### config.mk
export PLATFORM = sky130hd
export DESIGN_NAME = rgb_fade_ctrl
export DESIGN_NICKNAME = d
export VERILOG_FILES = /design/src/rtl/rgb_fade_ctrl_pkg.sv /design/src/rtl/rgb_fade_ctrl_fade_chan.sv /design/src/rtl/rgb_fade_ctrl.sv
export SDC_FILE = /design/constraint.sdc
export NUM_CORES = 1
export LEC_CHECK = 0
export BUFFER_PORTS_ARGS = -buffer_cell sky130_fd_sc_hd__buf_2
export CORE_ASPECT_RATIO = 0.5
export CORE_MARGIN = 10
export CORE_UTILIZATION = 30
export CTS_CLUSTER_SIZE = 14
export DETAILED_ROUTE_END_ITERATION = 10
export GPL_TIMING_DRIVEN = 1
export HOLD_SLACK_MARGIN = 0.05
export PLACE_DENSITY = 0.45
export SETUP_SLACK_MARGIN = 0.4
export SLEW_MARGIN = 20
export SYNTH_ARGS = -nofsm -noshare
export SYNTH_HDL_FRONTEND = slang
export SYNTH_HIERARCHICAL = 1
export SYNTH_SLANG_ARGS = --single-unit
export TNS_END_PERCENT = 5
### constraint.sdc
create_clock -name clk -period 3.6 [get_ports clk]
set_input_delay 1.08 -clock clk [delete_from_list [all_inputs] [get_ports clk]]
set_output_delay 1.08 -clock clk [all_outputs]
set_load 0.01 [all_outputs]
### src/rtl/rgb_fade_ctrl_pkg.sv
// Shared definitions for the RGB fade sequencer: channel indices, frame length,
// per-channel state encoding and the saturating step function.
package rgb_fade_ctrl_pkg;

    localparam logic [1:0] CH_R   = 2'd0;
    localparam logic [1:0] CH_G   = 2'd1;
    localparam logic [1:0] CH_B   = 2'd2;
    localparam logic [1:0] CH_ALL = 2'd3;

    localparam logic [7:0] FRAME_LAST = 8'd255;

    typedef enum logic {
        ST_IDLE = 1'b0,
        ST_RAMP = 1'b1
    } chan_state_e;

    // Moves level toward target by at most step; lands exactly on target, never wraps.
    function automatic logic [7:0] step_toward(input logic [7:0] level,
                                               input logic [7:0] target,
                                               input logic [7:0] step);
        logic [7:0] diff;
        diff = 8'd0;
        if (target > level) begin
            diff = target - level;
            return (diff > step) ? level + step : target;
        end else if (level > target) begin
            diff = level - target;
            return (diff > step) ? level - step : target;
        end
        return level;
    endfunction

endpackage

### src/rtl/rgb_fade_ctrl_fade_chan.sv
// One fade channel: holds target/rate/divider/level and ramps the level toward
// the target on frame boundaries only.
module fade_chan
    import rgb_fade_ctrl_pkg::*;
#(
    parameter int unsigned STEP   = 1,
    parameter int unsigned RATE_W = 4
) (
    input  logic              clk,
    input  logic              reset_n,
    input  logic              frame_sync,
    input  logic              load,
    input  logic [7:0]        cmd_level,
    input  logic [RATE_W-1:0] cmd_rate,
    output logic [7:0]        level,
    output logic              ramping,
    output logic              done
);

    localparam logic [7:0] STEP_L = 8'(STEP);

    chan_state_e       state;
    logic [7:0]        target;
    logic [RATE_W-1:0] rate;
    logic [RATE_W-1:0] div;
    logic [7:0]        next_level;

    assign next_level = step_toward(level, target, STEP_L);
    assign ramping    = (state == ST_RAMP);

    // NOTE: every register here is state, so non-blocking (<=) only; blocking
    // assignments in a clocked block create order-dependent simulation races.
    always_ff @(posedge clk or negedge reset_n) begin
        if (!reset_n) begin
            state  <= ST_IDLE;
            level  <= 8'd0;
            target <= 8'd0;
            rate   <= '0;
            div    <= '0;
            done   <= 1'b0;
        end else begin
            done <= 1'b0;
            // A command always wins over a coincident frame step; the level is untouched.
            if (load) begin
                target <= cmd_level;
                rate   <= cmd_rate;
                div    <= '0;
                if (cmd_level != level) begin
                    state <= ST_RAMP;
                end else begin
                    state <= ST_IDLE;
                    done  <= 1'b1;
                end
            end else if (state == ST_RAMP && frame_sync) begin
                if (div == rate) begin
                    div   <= '0;
                    level <= next_level;
                    if (next_level == target) begin
                        state <= ST_IDLE;
                        done  <= 1'b1;
                    end
                end else begin
                    div <= div + 1'b1;
                end
            end
        end
    end

endmodule

### src/rtl/rgb_fade_ctrl.sv
// RGB fade sequencer top: frame counter aligned with the pwm instances,
// command handshake and decode, and three fade channels.
module rgb_fade_ctrl
    import rgb_fade_ctrl_pkg::*;
#(
    parameter int unsigned STEP   = 1,
    parameter int unsigned RATE_W = 4
) (
    input  logic              clk,
    input  logic              reset_n,
    input  logic              cmd_valid,
    output logic              cmd_ready,
    input  logic [1:0]        cmd_chan,
    input  logic [7:0]        cmd_level,
    input  logic [RATE_W-1:0] cmd_rate,
    output logic [7:0]        level_r,
    output logic [7:0]        level_g,
    output logic [7:0]        level_b,
    output logic              frame_sync,
    output logic              busy,
    output logic [2:0]        done
);

    logic [7:0] frame_cnt;
    logic [2:0] load;
    logic [2:0] ramping;
    logic [7:0] level [3];

    always_ff @(posedge clk or negedge reset_n) begin
        if (!reset_n) begin
            frame_cnt <= 8'd0;
            cmd_ready <= 1'b0;
        end else begin
            frame_cnt <= frame_cnt + 8'd1;
            cmd_ready <= 1'b1;
        end
    end

    assign frame_sync = (frame_cnt == FRAME_LAST);

    // NOTE: default every combinational output first so no path leaves it unassigned
    // (an unassigned path infers a latch).
    always_comb begin
        load = 3'b000;
        if (cmd_valid && cmd_ready) begin
            if (cmd_chan == CH_ALL) load = 3'b111;
            else                    load[cmd_chan] = 1'b1;
        end
    end

    for (genvar c = 0; c < 3; c++) begin : g_chan
        fade_chan #(
            .STEP   (STEP),
            .RATE_W (RATE_W)
        ) u_chan (
            .clk        (clk),
            .reset_n    (reset_n),
            .frame_sync (frame_sync),
            .load       (load[c]),
            .cmd_level  (cmd_level),
            .cmd_rate   (cmd_rate),
            .level      (level[c]),
            .ramping    (ramping[c]),
            .done       (done[c])
        );
    end

    assign level_r = level[CH_R];
    assign level_g = level[CH_G];
    assign level_b = level[CH_B];
    assign busy    = |ramping;

endmodule
# Word level (Yosys, flattened, before mapping)
# Index checks and enable logic that the tools add are counted.
[op_classes] muxes=64 eq_ne=11 n_lt_le_gt_ge=14 add_sub_neg=16 n_bitwise=3 reduce_logical=21
[op_table] op="8-bit 2-to-1 mux" count=15
[op_table] op="8-bit by 1-bit greater-than comparator with 1-bit output, second input constant" count=6
[op_table] op="8-bit greater-than comparator" count=6
[op_table] op="8-bit subtractor" count=6
[op_table] op="1-bit 2-to-1 mux" count=37
[op_table] op="4-bit 2-to-1 mux" count=9
[op_table] op="8-bit by 1-bit adder with 8-bit output, second input constant" count=4
[op_table] op="8-bit equality test" count=3
[op_table] op="8-bit != test" count=3
[op_table] op="8-bit by 1-bit subtractor with 8-bit output, second input constant" count=3
[op_table] op="3-bit AND reduction" count=6
[op_table] op="2-bit nonzero test" count=9
[op_table] op="4-bit by 1-bit adder with 4-bit output, second input constant" count=3
[op_table] op="4-bit equality test" count=3
[op_table] op="8-bit equality test, second input constant" count=1
[op_table] op="3-bit 2-to-1 mux" count=2
[op_table] op="1-bit logical AND" count=5
[op_table] op="2-bit by 3-bit less-than comparator with 1-bit output, second input constant" count=1
[op_table] op="1-bit NOT" count=3
[op_table] op="3-bit OR reduction" count=1
[op_table] op="1-bit demux with 2-bit select" count=1
[op_table] op="2-bit equality test, second input constant" count=1
[op_table] op="2-bit by 1-bit greater-or-equal comparator with 1-bit output, second input constant" count=1
[word_totals] regBits=87 in_bits=17 out_inout_bits=30 elab_cells=149

# Longest topological paths before layout
# Gate-level depths: netlist of the first run.
[logic_depth] word_depth=11 mapped_depth=14 mapped_depth_nobuf=12

# Hierarchy
# The synthesis of the first run kept the hierarchy.
[modules_own_cells] module="fade_chan" seq_area_each_um2=650.6 area_each_um2=2652.5 cells_per_inst=324 n_inst=3
[modules_own_cells] module="rgb_fade_ctrl" seq_area_each_um2=225.2 area_each_um2=427.9 cells_per_inst=40 n_inst=1

# Least setup slack after synthesis of the first run
# Ideal clock, no wire load.
[synth_path] path_type="flip-flop to flip-flop" from="register g_chan[0].u_chan.level[2]" to="register g_chan[0].u_chan.done" setup_time_ns=0.065 path_slack_ns=-0.244 arrival_time_ns=3.778 n_path_buf=2 synth_period_minus_slack_ns=3.844 path_stages_with_launch=14 required_ns=3.535 path_cell_list="dfrtp_1 clkbuf_1 inv_1 ha_1 buf_6 a21oi_2 a21oi_1 or4_4 a2111oi_4 nor2_2 a22o_1 a211o_1 a2111oi_1 o22a_1"
[synth_via] elab_chain_len=11 elab_cells_between_ends=22 classes_between="add/sub: 4; order compare: 4; eq/ne: 2; mux: 12"
[synth_rtl] item="from (decl)" line="rgb_fade_ctrl_fade_chan.sv:15" text="output logic [7:0] level,"
[synth_rtl] item="from (signal assigned)" line="rgb_fade_ctrl_fade_chan.sv:57" text="level <= next_level;"
[synth_rtl] item="8-bit subtractor" line="rgb_fade_ctrl_pkg.sv:27" text="diff = level - target;"
[synth_rtl] item="8-bit by 1-bit greater-than comparator with 1-bit output" line="rgb_fade_ctrl_pkg.sv:28" text="return (diff > step) ? level - step : target;"
[synth_rtl] item="8-bit 2-to-1 mux" line="rgb_fade_ctrl_pkg.sv:28"
[synth_rtl] item="8-bit 2-to-1 mux" line="rgb_fade_ctrl_pkg.sv:26" text="end else if (level > target) begin"
[synth_rtl] item="8-bit 2-to-1 mux" line="rgb_fade_ctrl_pkg.sv:23" text="if (target > level) begin"
[synth_rtl] item="8-bit 2-to-1 mux" line="rgb_fade_ctrl_pkg.sv:30" text="return level;"
[synth_rtl] item="8-bit equality test" line="rgb_fade_ctrl_fade_chan.sv:58" text="if (next_level == target) begin"
[synth_rtl] item="1-bit 2-to-1 mux" line="rgb_fade_ctrl_fade_chan.sv:58"
[synth_rtl] item="1-bit 2-to-1 mux" line="rgb_fade_ctrl_fade_chan.sv:55" text="if (div == rate) begin"
[synth_rtl] item="1-bit 2-to-1 mux" line="rgb_fade_ctrl_fade_chan.sv:54" text="end else if (state == ST_RAMP && frame_sync) begin"
[synth_rtl] item="1-bit 2-to-1 mux *" line="rgb_fade_ctrl_fade_chan.sv:44" text="if (load) begin"
[synth_rtl] item="to (signal assigned)" line="rgb_fade_ctrl_fade_chan.sv:42" text="done <= 1'b0;"
[synth_rtl] item="to (signal assigned)" line="rgb_fade_ctrl_fade_chan.sv:52" text="done <= 1'b1;"
[synth_rtl] item="to (signal assigned)" line="rgb_fade_ctrl_fade_chan.sv:60" text="done <= 1'b1;"
[synth_rtl] item="to (decl)" line="rgb_fade_ctrl_fade_chan.sv:17" text="output logic done"
# Mark *: on every way between the ends. The rest lies on a longest branch, timed or not. The select of a mux whose other input is x is not followed.
# A chain may end at the register's enable or synchronous reset.

# Final worst setup path of the first run
[layout_path] from="register g_chan[1].u_chan.target[6]" to="register g_chan[1].u_chan.state"
[layout_via] elab_chain_len=9 elab_cells_between_ends=16 classes_between="add/sub: 2; order compare: 4; eq/ne: 1; mux: 7; reduce/logical: 2"
[layout_rtl] item="from (decl)" line="rgb_fade_ctrl_fade_chan.sv:23" text="logic [7:0] target;"
[layout_rtl] item="from (signal assigned)" line="rgb_fade_ctrl_fade_chan.sv:45" text="target <= cmd_level;"
[layout_rtl] item="8-bit subtractor" line="rgb_fade_ctrl_pkg.sv:27"
[layout_rtl] item="8-bit by 1-bit greater-than comparator with 1-bit output" line="rgb_fade_ctrl_pkg.sv:28"
[layout_rtl] item="8-bit 2-to-1 mux" line="rgb_fade_ctrl_pkg.sv:28"
[layout_rtl] item="8-bit 2-to-1 mux" line="rgb_fade_ctrl_pkg.sv:26"
[layout_rtl] item="8-bit 2-to-1 mux" line="rgb_fade_ctrl_pkg.sv:23"
[layout_rtl] item="8-bit 2-to-1 mux" line="rgb_fade_ctrl_pkg.sv:30"
[layout_rtl] item="8-bit equality test *" line="rgb_fade_ctrl_fade_chan.sv:58"
[layout_rtl] item="2-bit nonzero test (no source line) *"
[layout_rtl] item="3-bit AND reduction (no source line) *"
[layout_rtl] item="to (signal assigned)" line="rgb_fade_ctrl_fade_chan.sv:49" text="state <= ST_RAMP;"
[layout_rtl] item="to (signal assigned)" line="rgb_fade_ctrl_fade_chan.sv:51" text="state <= ST_IDLE;"
[layout_rtl] item="to (signal assigned)" line="rgb_fade_ctrl_fade_chan.sv:59" text="state <= ST_IDLE;"
[layout_rtl] item="to (decl)" line="rgb_fade_ctrl_fade_chan.sv:22" text="chan_state_e state;"
# Marked as above.

==> results of run 1 <==
## critical path, cell delays in order (launching register included)
cell,delay (ps)
dfrtp_1,450
ha_4,280
buf_8,140
o21ai_4,50
a21oi_2,50
or4_4,490
a2111oi_4,430
buf_4,200
buf_12,100
nor2_4,30
a22o_1,240
a211o_1,310
a2111oi_4,400
a21oi_1,110
## metrics by stage
| step | area, um^2 | hold WS, ps | total power [uW] | setup WS [ps] |
|---|---|---|---|---|
| 2_1_floorplan | 9110 | 439 | 2650 | 220 |
| 3_3_place_gp | 9940 | 453 | 3210 | 58.5 |
| 3_5_place_dp | 9940 | 460 | 3200 | 18.7 |
| 4_1_cts | 10800 | 470 | 4450 | 242 |
| 5_1_grt | 11000 | 500 | 4800 | 53.1 |
| 6_report | 11000 | 466 | 4510 | 193 |
## power by group
part           total [uW]  internal [uW]  switching [uW]  leakage, uW
combinational        2240            984            1260      0.00329
sequential           1190           1070             118      0.00104
clock                1080            625             460     0.000161
total                4510           2680            1830      0.00450
## synth_stat cells (7+ instances only)
library cell  count
dfrtp_1          87
nand2_1          83
inv_1            72
o21ai_0          72
nor2_1           70
ha_1             67
a21oi_1          66
xnor2_1          48
xor2_1           45
clkbuf_1         36
nand4_1          28
nand3_1          24
mux2i_1          18
nor3_1           18
o31ai_1          18
a31oi_1          15
nand2b_1         15
nand3b_1         15
o32ai_1          15
a22oi_1          12
mux2_2           12
nor4_1           12
a211oi_1          9
a21o_1            9
a22o_1            9
buf_2             9
o22ai_1           9
and3_1            7
## worst min path at each step
stage	slack, ps	to	cells after the start	from
2_1_floorplan	440	frame_cnt[0]	1	frame_cnt[0]
3_5_place_dp	460	frame_cnt[0]	1	frame_cnt[0]
5_1_grt	500	frame_cnt[7]	1	frame_cnt[7]
4_1_cts	470	frame_cnt[0]	1	frame_cnt[0]
6_report	470	frame_cnt[0]	1	frame_cnt[0]
3_3_place_gp	450	frame_cnt[0]	1	frame_cnt[0]
## routing by layer
layer,wire (um),share of wire,global-route usage
met5,0,0,0
met4,721,0.024,0.0520
met3,1080,0.036,0.0202
met2,14000,0.47,0.274
met1,14000,0.47,0.217
## sequential cells by signal, indices dropped and copies added, names as in the netlist
register,cells
cmd_ready,1
frame_cnt,8
g_chan.u_chan/div,12
g_chan.u_chan/done,3
g_chan.u_chan/level,24
g_chan.u_chan/ramping,3
g_chan.u_chan/rate,12
g_chan.u_chan/target,24
## layout make-up
cell class | instances | share of cell area
sequential | 87 | 0.201
clock inverter | 7 | 0.0102
timing repair buffer | 172 | 0.115
clock buffer | 9 | 0.0204
multi-input combinational | 805 | 0.581
inverter | 72 | 0.0291
tap | 382 | 0.0434
## cells in the final DEF (no fill, tap or decap), drive strengths merged, types with 8 or more instances in the layout
master and n:
a21o 9, inv 74, o31ai 18, mux2 12, nor4 12, a2111oi 12, mux2i 18, nand2 83
ha 67, nor2 76, a31oi 15, xor2 45, dfrtp 87, o22ai 9, a21oi 72, a211oi 9
nand2b 15, and3 8, a22oi 12, o32ai 15, nand3b 15, nand3 25, a22o 9, nor3 18
xnor2 48, o21ai 75, buf 172, nand4 28, clkbuf 9
## kinds of logic after synthesis
family          Yosys count  synth area share
compound gates          294             0.241
xor+xnor                 93            0.0971
fa+ha+maj                73             0.114
buf+inv                 120            0.0577
flops                    87             0.260
mux                      30            0.0376
other cells               1          0.000447
simple gates            314             0.192
## what timing repair did
item	CTS	global route
pin swaps	40	20
buffers inserted	35	19
resized for setup	66	26
hold buffers	0	0
endpoints found under the setup margin	18	16
==> flow_summary.yaml, run 1 <==
setup_path:
  startpoint_type: "register"
  crit_arrival_ps: 3640
  timing.rr.start: "g_chan[1].u_chan/target[6]"
  startpoint: "g_chan[1].u_chan/target[6]"
  critPathCapture: "g_chan[1].u_chan/ramping"
  reg2reg_to: "g_chan[1].u_chan/ramping"
  crit_required_ps: 3830
  cp-end-kind: "register"
  reg2reg_depth: 13
  cp_max_fo: 8
  crit_type: "register to register"
  rrSetupSlack_ps: 190
sta:
  rsz0062_at_grt: "true"
  fin_tns_setup_ps: 0
  finalCriticalPeriod_ps: 3410
  final_hold_viol_count: 0
  skew_ps: 9.15
  drv_slew: 0
  max_slew_margin: 0.494
  fin_crit_sh: 0.946
  tightest_slew_ps: 758
  fmax_mhz: 294
  setup_viol_count_final: 0
clocking:
  clkSlewWorstSetupHoldPaths_ps: 80
  cts_buffers: 9
  tritoncts: "done"
  cts_root_buffer: "clkbuf_16"
  clk_latency_ps: 360
  cts_sinks: 87
  clk_path_buf_depth: 2
  cts_max_level: 3
synthesis:
  async_flop_share: 1.00
  synth_top_area_share: 0.260
  synthesis.area_per_instance_um2: 8.29
  synthDistinctLibCells: 57
  synth_edf_count: 0
  yosysTopAreaCell: "dfrtp_1"
  syn_nets: 1102
  synth_flop_cell: "dfrtp_1"
  ys_ff_latch: 87
  ys_seq_area_frac: 0.260
  synthCells: 1012
  netlist_area_um2: 8390
  yosysWarnings: 6
  synthTopCellsByArea: "dfrtp_1 26%, ha_1 10%, xnor2_1 5.0%"
global_routing:
  grt_max_degree: 52
  grt_pass1_vias: 8433
  gr-total-overflow: 0
  grt_pass1_wl_mm: 47.3
  grt.total_usage: 0.164
  antenna_found_initial: 0
floorplanning:
  core-area_um2: 27600
  start_util: 0.304
  dieArea_um2: 35400
  chipWidth_um: 256
  io_pins: 47
  fp.dieH_um: 138
  fp-row-count: 43
placed_design:
  portBuffers: 46
  dp_cells: 1464
  dp_hpwl_mm: 22.7
  gp_congestion: 0.913
detailed_routing:
  drtPass1Iterations: 5
  drt_iter0_markers: 753
  routed_wl_mm: 29.8
  drc: 0
  ant_nets: 0
  avgViaCountPerCell: 5.39
  wire_per_inst_um: 19.4
  vias: 8275
final_layout:
  fin_nets: 1237
  num_antenna_cells: 0
  multi_input_area_um2: 6400
  register_area_um2: 2210
  post-route-util: 0.399
  fin_cells: 1534
  nFillCells: 2814
  drive_gt1_frac: 0.308
  syn_to_final_growth_pct: 31.3
run:
  cap_violations: 0
run_status:
  outcome: "finished clean"
pwr:
  leakagePower_uw: 0.00450
  power_per_cell_area_nw_per_um2: 410
  ir_drop_mv: 0.186
worst_hold_path:
  hold_class: "register to register"
Note: power is estimated with default switching activity, not from simulation.
==> run 2: changes to the inputs <==
- CORE_MARGIN: 10 -> 5
==> run 2 against run 1 <==
  * Via count is 2.8% lower
  * Worst setup slack better by 4.7 ps
  * Wire length is 2.3% lower
  * Largest cell class unchanged
  * Count of clock-buffer cells in the layout stayed put
  * Critical endpoint is now g_chan[2].u_chan/done
  * Largest power group unchanged
  * Cell count is 1.3% lower
  * Fmax is 0.14% higher
  * Clock power is 7% lower
  * Flip-flop and latch count stayed put
  * Sequential power hardly changed
  * Final area is 3.4% lower
  * Non-clock buffer count is 20 lower
  * Core utilization is 1.4 points lower
==> flow_summary.yaml, run 2 (synthesis results as in run 1) <==
run_status:
  outcome: "finished clean"
clocking:
  tritoncts: "done"
  clk_path_buf_depth: 2
  clk_latency_ps: 360
  clkSlewWorstSetupHoldPaths_ps: 70
  cts_buffers: 9
  cts_sinks: 87
  cts_max_level: 3
  postCtsHoldBufs: 0
  cts_root_buffer: "clkbuf_16"
detailed_routing:
  drc: 0
  ant_nets: 0
  drtPass1Iterations: 5
  vias: 8047
  wire_per_inst_um: 19.2
  drt_iter0_markers: 669
  avgViaCountPerCell: 5.32
  routed_wl_mm: 29.1
sta:
  setup_viol_count_final: 0
  final_hold_viol_count: 0
  skew_ps: 12.4
  rsz0062_at_grt: "true"
  finalCriticalPeriod_ps: 3400
  fmax_mhz: 294
  max_slew_margin: 0.478
  fin_crit_sh: 0.945
  tightest_slew_ps: 782
  drv_slew: 0
global_routing:
  grt_max_degree: 60
  antenna_found_initial: 0
  grt.total_usage: 0.184
  gr-total-overflow: 0
  grt_pass1_vias: 8021
  grt_pass1_wl_mm: 46.3
floorplanning:
  fp-row-count: 43
  chipWidth_um: 246
  core-area_um2: 27600
  start_util: 0.304
  fp.dieH_um: 128
  io_pins: 47
  dieArea_um2: 31600
run:
  cap_violations: 0
worst_hold_path:
  hold-path-endpoint: "frame_cnt[0]"
  hold_path_depth: 1
  hold_start: "frame_cnt[0]"
  hold_class: "register to register"
setup_path:
  cp-end-kind: "register"
  cp_max_fo: 6
  timing.rr.start: "g_chan[2].u_chan/level[1]"
  reg2reg_depth: 11
  reg2reg_to: "g_chan[2].u_chan/done"
  crit_required_ps: 3890
  rrSetupSlack_ps: 200
  startpoint_type: "register"
  crit_type: "register to register"
  crit_arrival_ps: 3690
placed_design:
  gp_congestion: 0.889
  place_area_um2: 9980
  dp_hpwl_mm: 22.5
  portBuffers: 46
final_layout:
  fin_nets: 1217
  nFillCells: 2838
  top_regs: "g_chan.u_chan/level: 24 flops, g_chan.u_chan/target: 24 flops"
  post-route-cell-area_um2: 10600
  num_antenna_cells: 0
  drive_gt1_frac: 0.267
  final_common_cell: "buf_4"
  layout_common_cells: "102 x buf_4, 83 x nand2_1, 72 x o21ai_0, 68 x nor2_1, 68 x dfrtp_1"
  syn_to_final_growth_pct: 26.8
pwr:
  power_per_cell_area_nw_per_um2: 408
  ir_drop_mv: 0.209
  leakagePower_uw: 0.00439
  total_power_uw: 4340
==> run 2: cell count changes in the layout (fill, tap and decap cells not counted), moves of 3 or more <==
| cell | before | now |
|---|---|---|
| buf_4 | 114 | 102 |
| ha_1 | 41 | 50 |
| inv_2 | 14 | 5 |
| inv_1 | 47 | 55 |
| buf_6 | 8 | 2 |
| dfrtp_1 | 62 | 68 |
| dfrtp_2 | 25 | 19 |
| ha_2 | 6 | 1 |
| ha_4 | 20 | 16 |
| nor2_4 | 4 | 1 |
==> run 2: layout make-up <==
cell class	count	area [um^2]	area share
Timing Repair Buffer	152	1070	0.101
Sequential cell	87	2200	0.207
Tap cell	382	478	0.0449
Clock inverter	7	77.6	0.00729
Clock buffer	9	225	0.0212
Inverter	72	323	0.0304
Multi-Input combinational cell	805	6260	0.588
==> run 2: worst max path at each step <==
stage	from	to	slack, ps	depth (start not counted)
CTS	g_chan[1].u_chan/level[0]	g_chan[1].u_chan/done	200	13
global route	g_chan[0].u_chan/level[0]	g_chan[0].u_chan/ramping	7	14
global placement	g_chan[1].u_chan/target[0]	g_chan[1].u_chan/done	-0.8	13
floorplan	g_chan[0].u_chan/level[2]	g_chan[0].u_chan/ramping	220	13
detailed placement	g_chan[1].u_chan/target[0]	g_chan[1].u_chan/done	-50	13
finish	g_chan[2].u_chan/level[1]	g_chan[2].u_chan/done	200	11
==> run 2: worst max-delay path, cell delays in order, from the launching register on <==
cell       delay, ps
dfrtp_2          470
inv_4            140
ha_4             220
nand3b_1         130
a21oi_2           90
or4_4            530
a2111oi_4        450
nand2b_4         260
o32ai_4          100
a211o_1          340
a2111oi_4        410
o22a_1           200
==> run 2: metal layers <==
layer | vias to the layer above | global-route usage | routed length, um
met4 | 0 | 0.0462 | 508
li1 | 3904 | - | -
met5 | - | 0 | 0
met2 | 180 | 0.314 | 13800
met3 | 32 | 0.0221 | 918
met1 | 3931 | 0.251 | 13900
==> run 2: stage by stage <==
step / TNS (ps) / setup slack [ps] / instances / hold slack [ps] / utilization
2_1_floorplan: 0 / 220 / 1012 / 439 / -
3_5_place_dp: -54.3 / -54.3 / 1470 / 458 / 0.362
5_1_grt: 0 / 6.89 / 1514 / 482 / 0.385
6_report: 0 / 198 / 1514 / 462 / 0.385
4_1_cts: 0 / 200 / 1514 / 468 / 0.385
3_3_place_gp: -0.762 / -0.762 / 1470 / 454 / 0.362
==> run 2: power breakdown <==
group / switching (uW) / total (uW) / internal (uW)
clock network: 452 / 1000 / 548
registers: 116 / 1190 / 1070
logic: 1220 / 2150 / 934
total: 1790 / 4340 / 2550
==> run 2: repair_timing <==
action	in CTS	in global routing
pin swaps	21	0
gates resized for setup	43	0
gates cloned	0	0
setup buffers	28	0
endpoints found under the setup margin	14	18
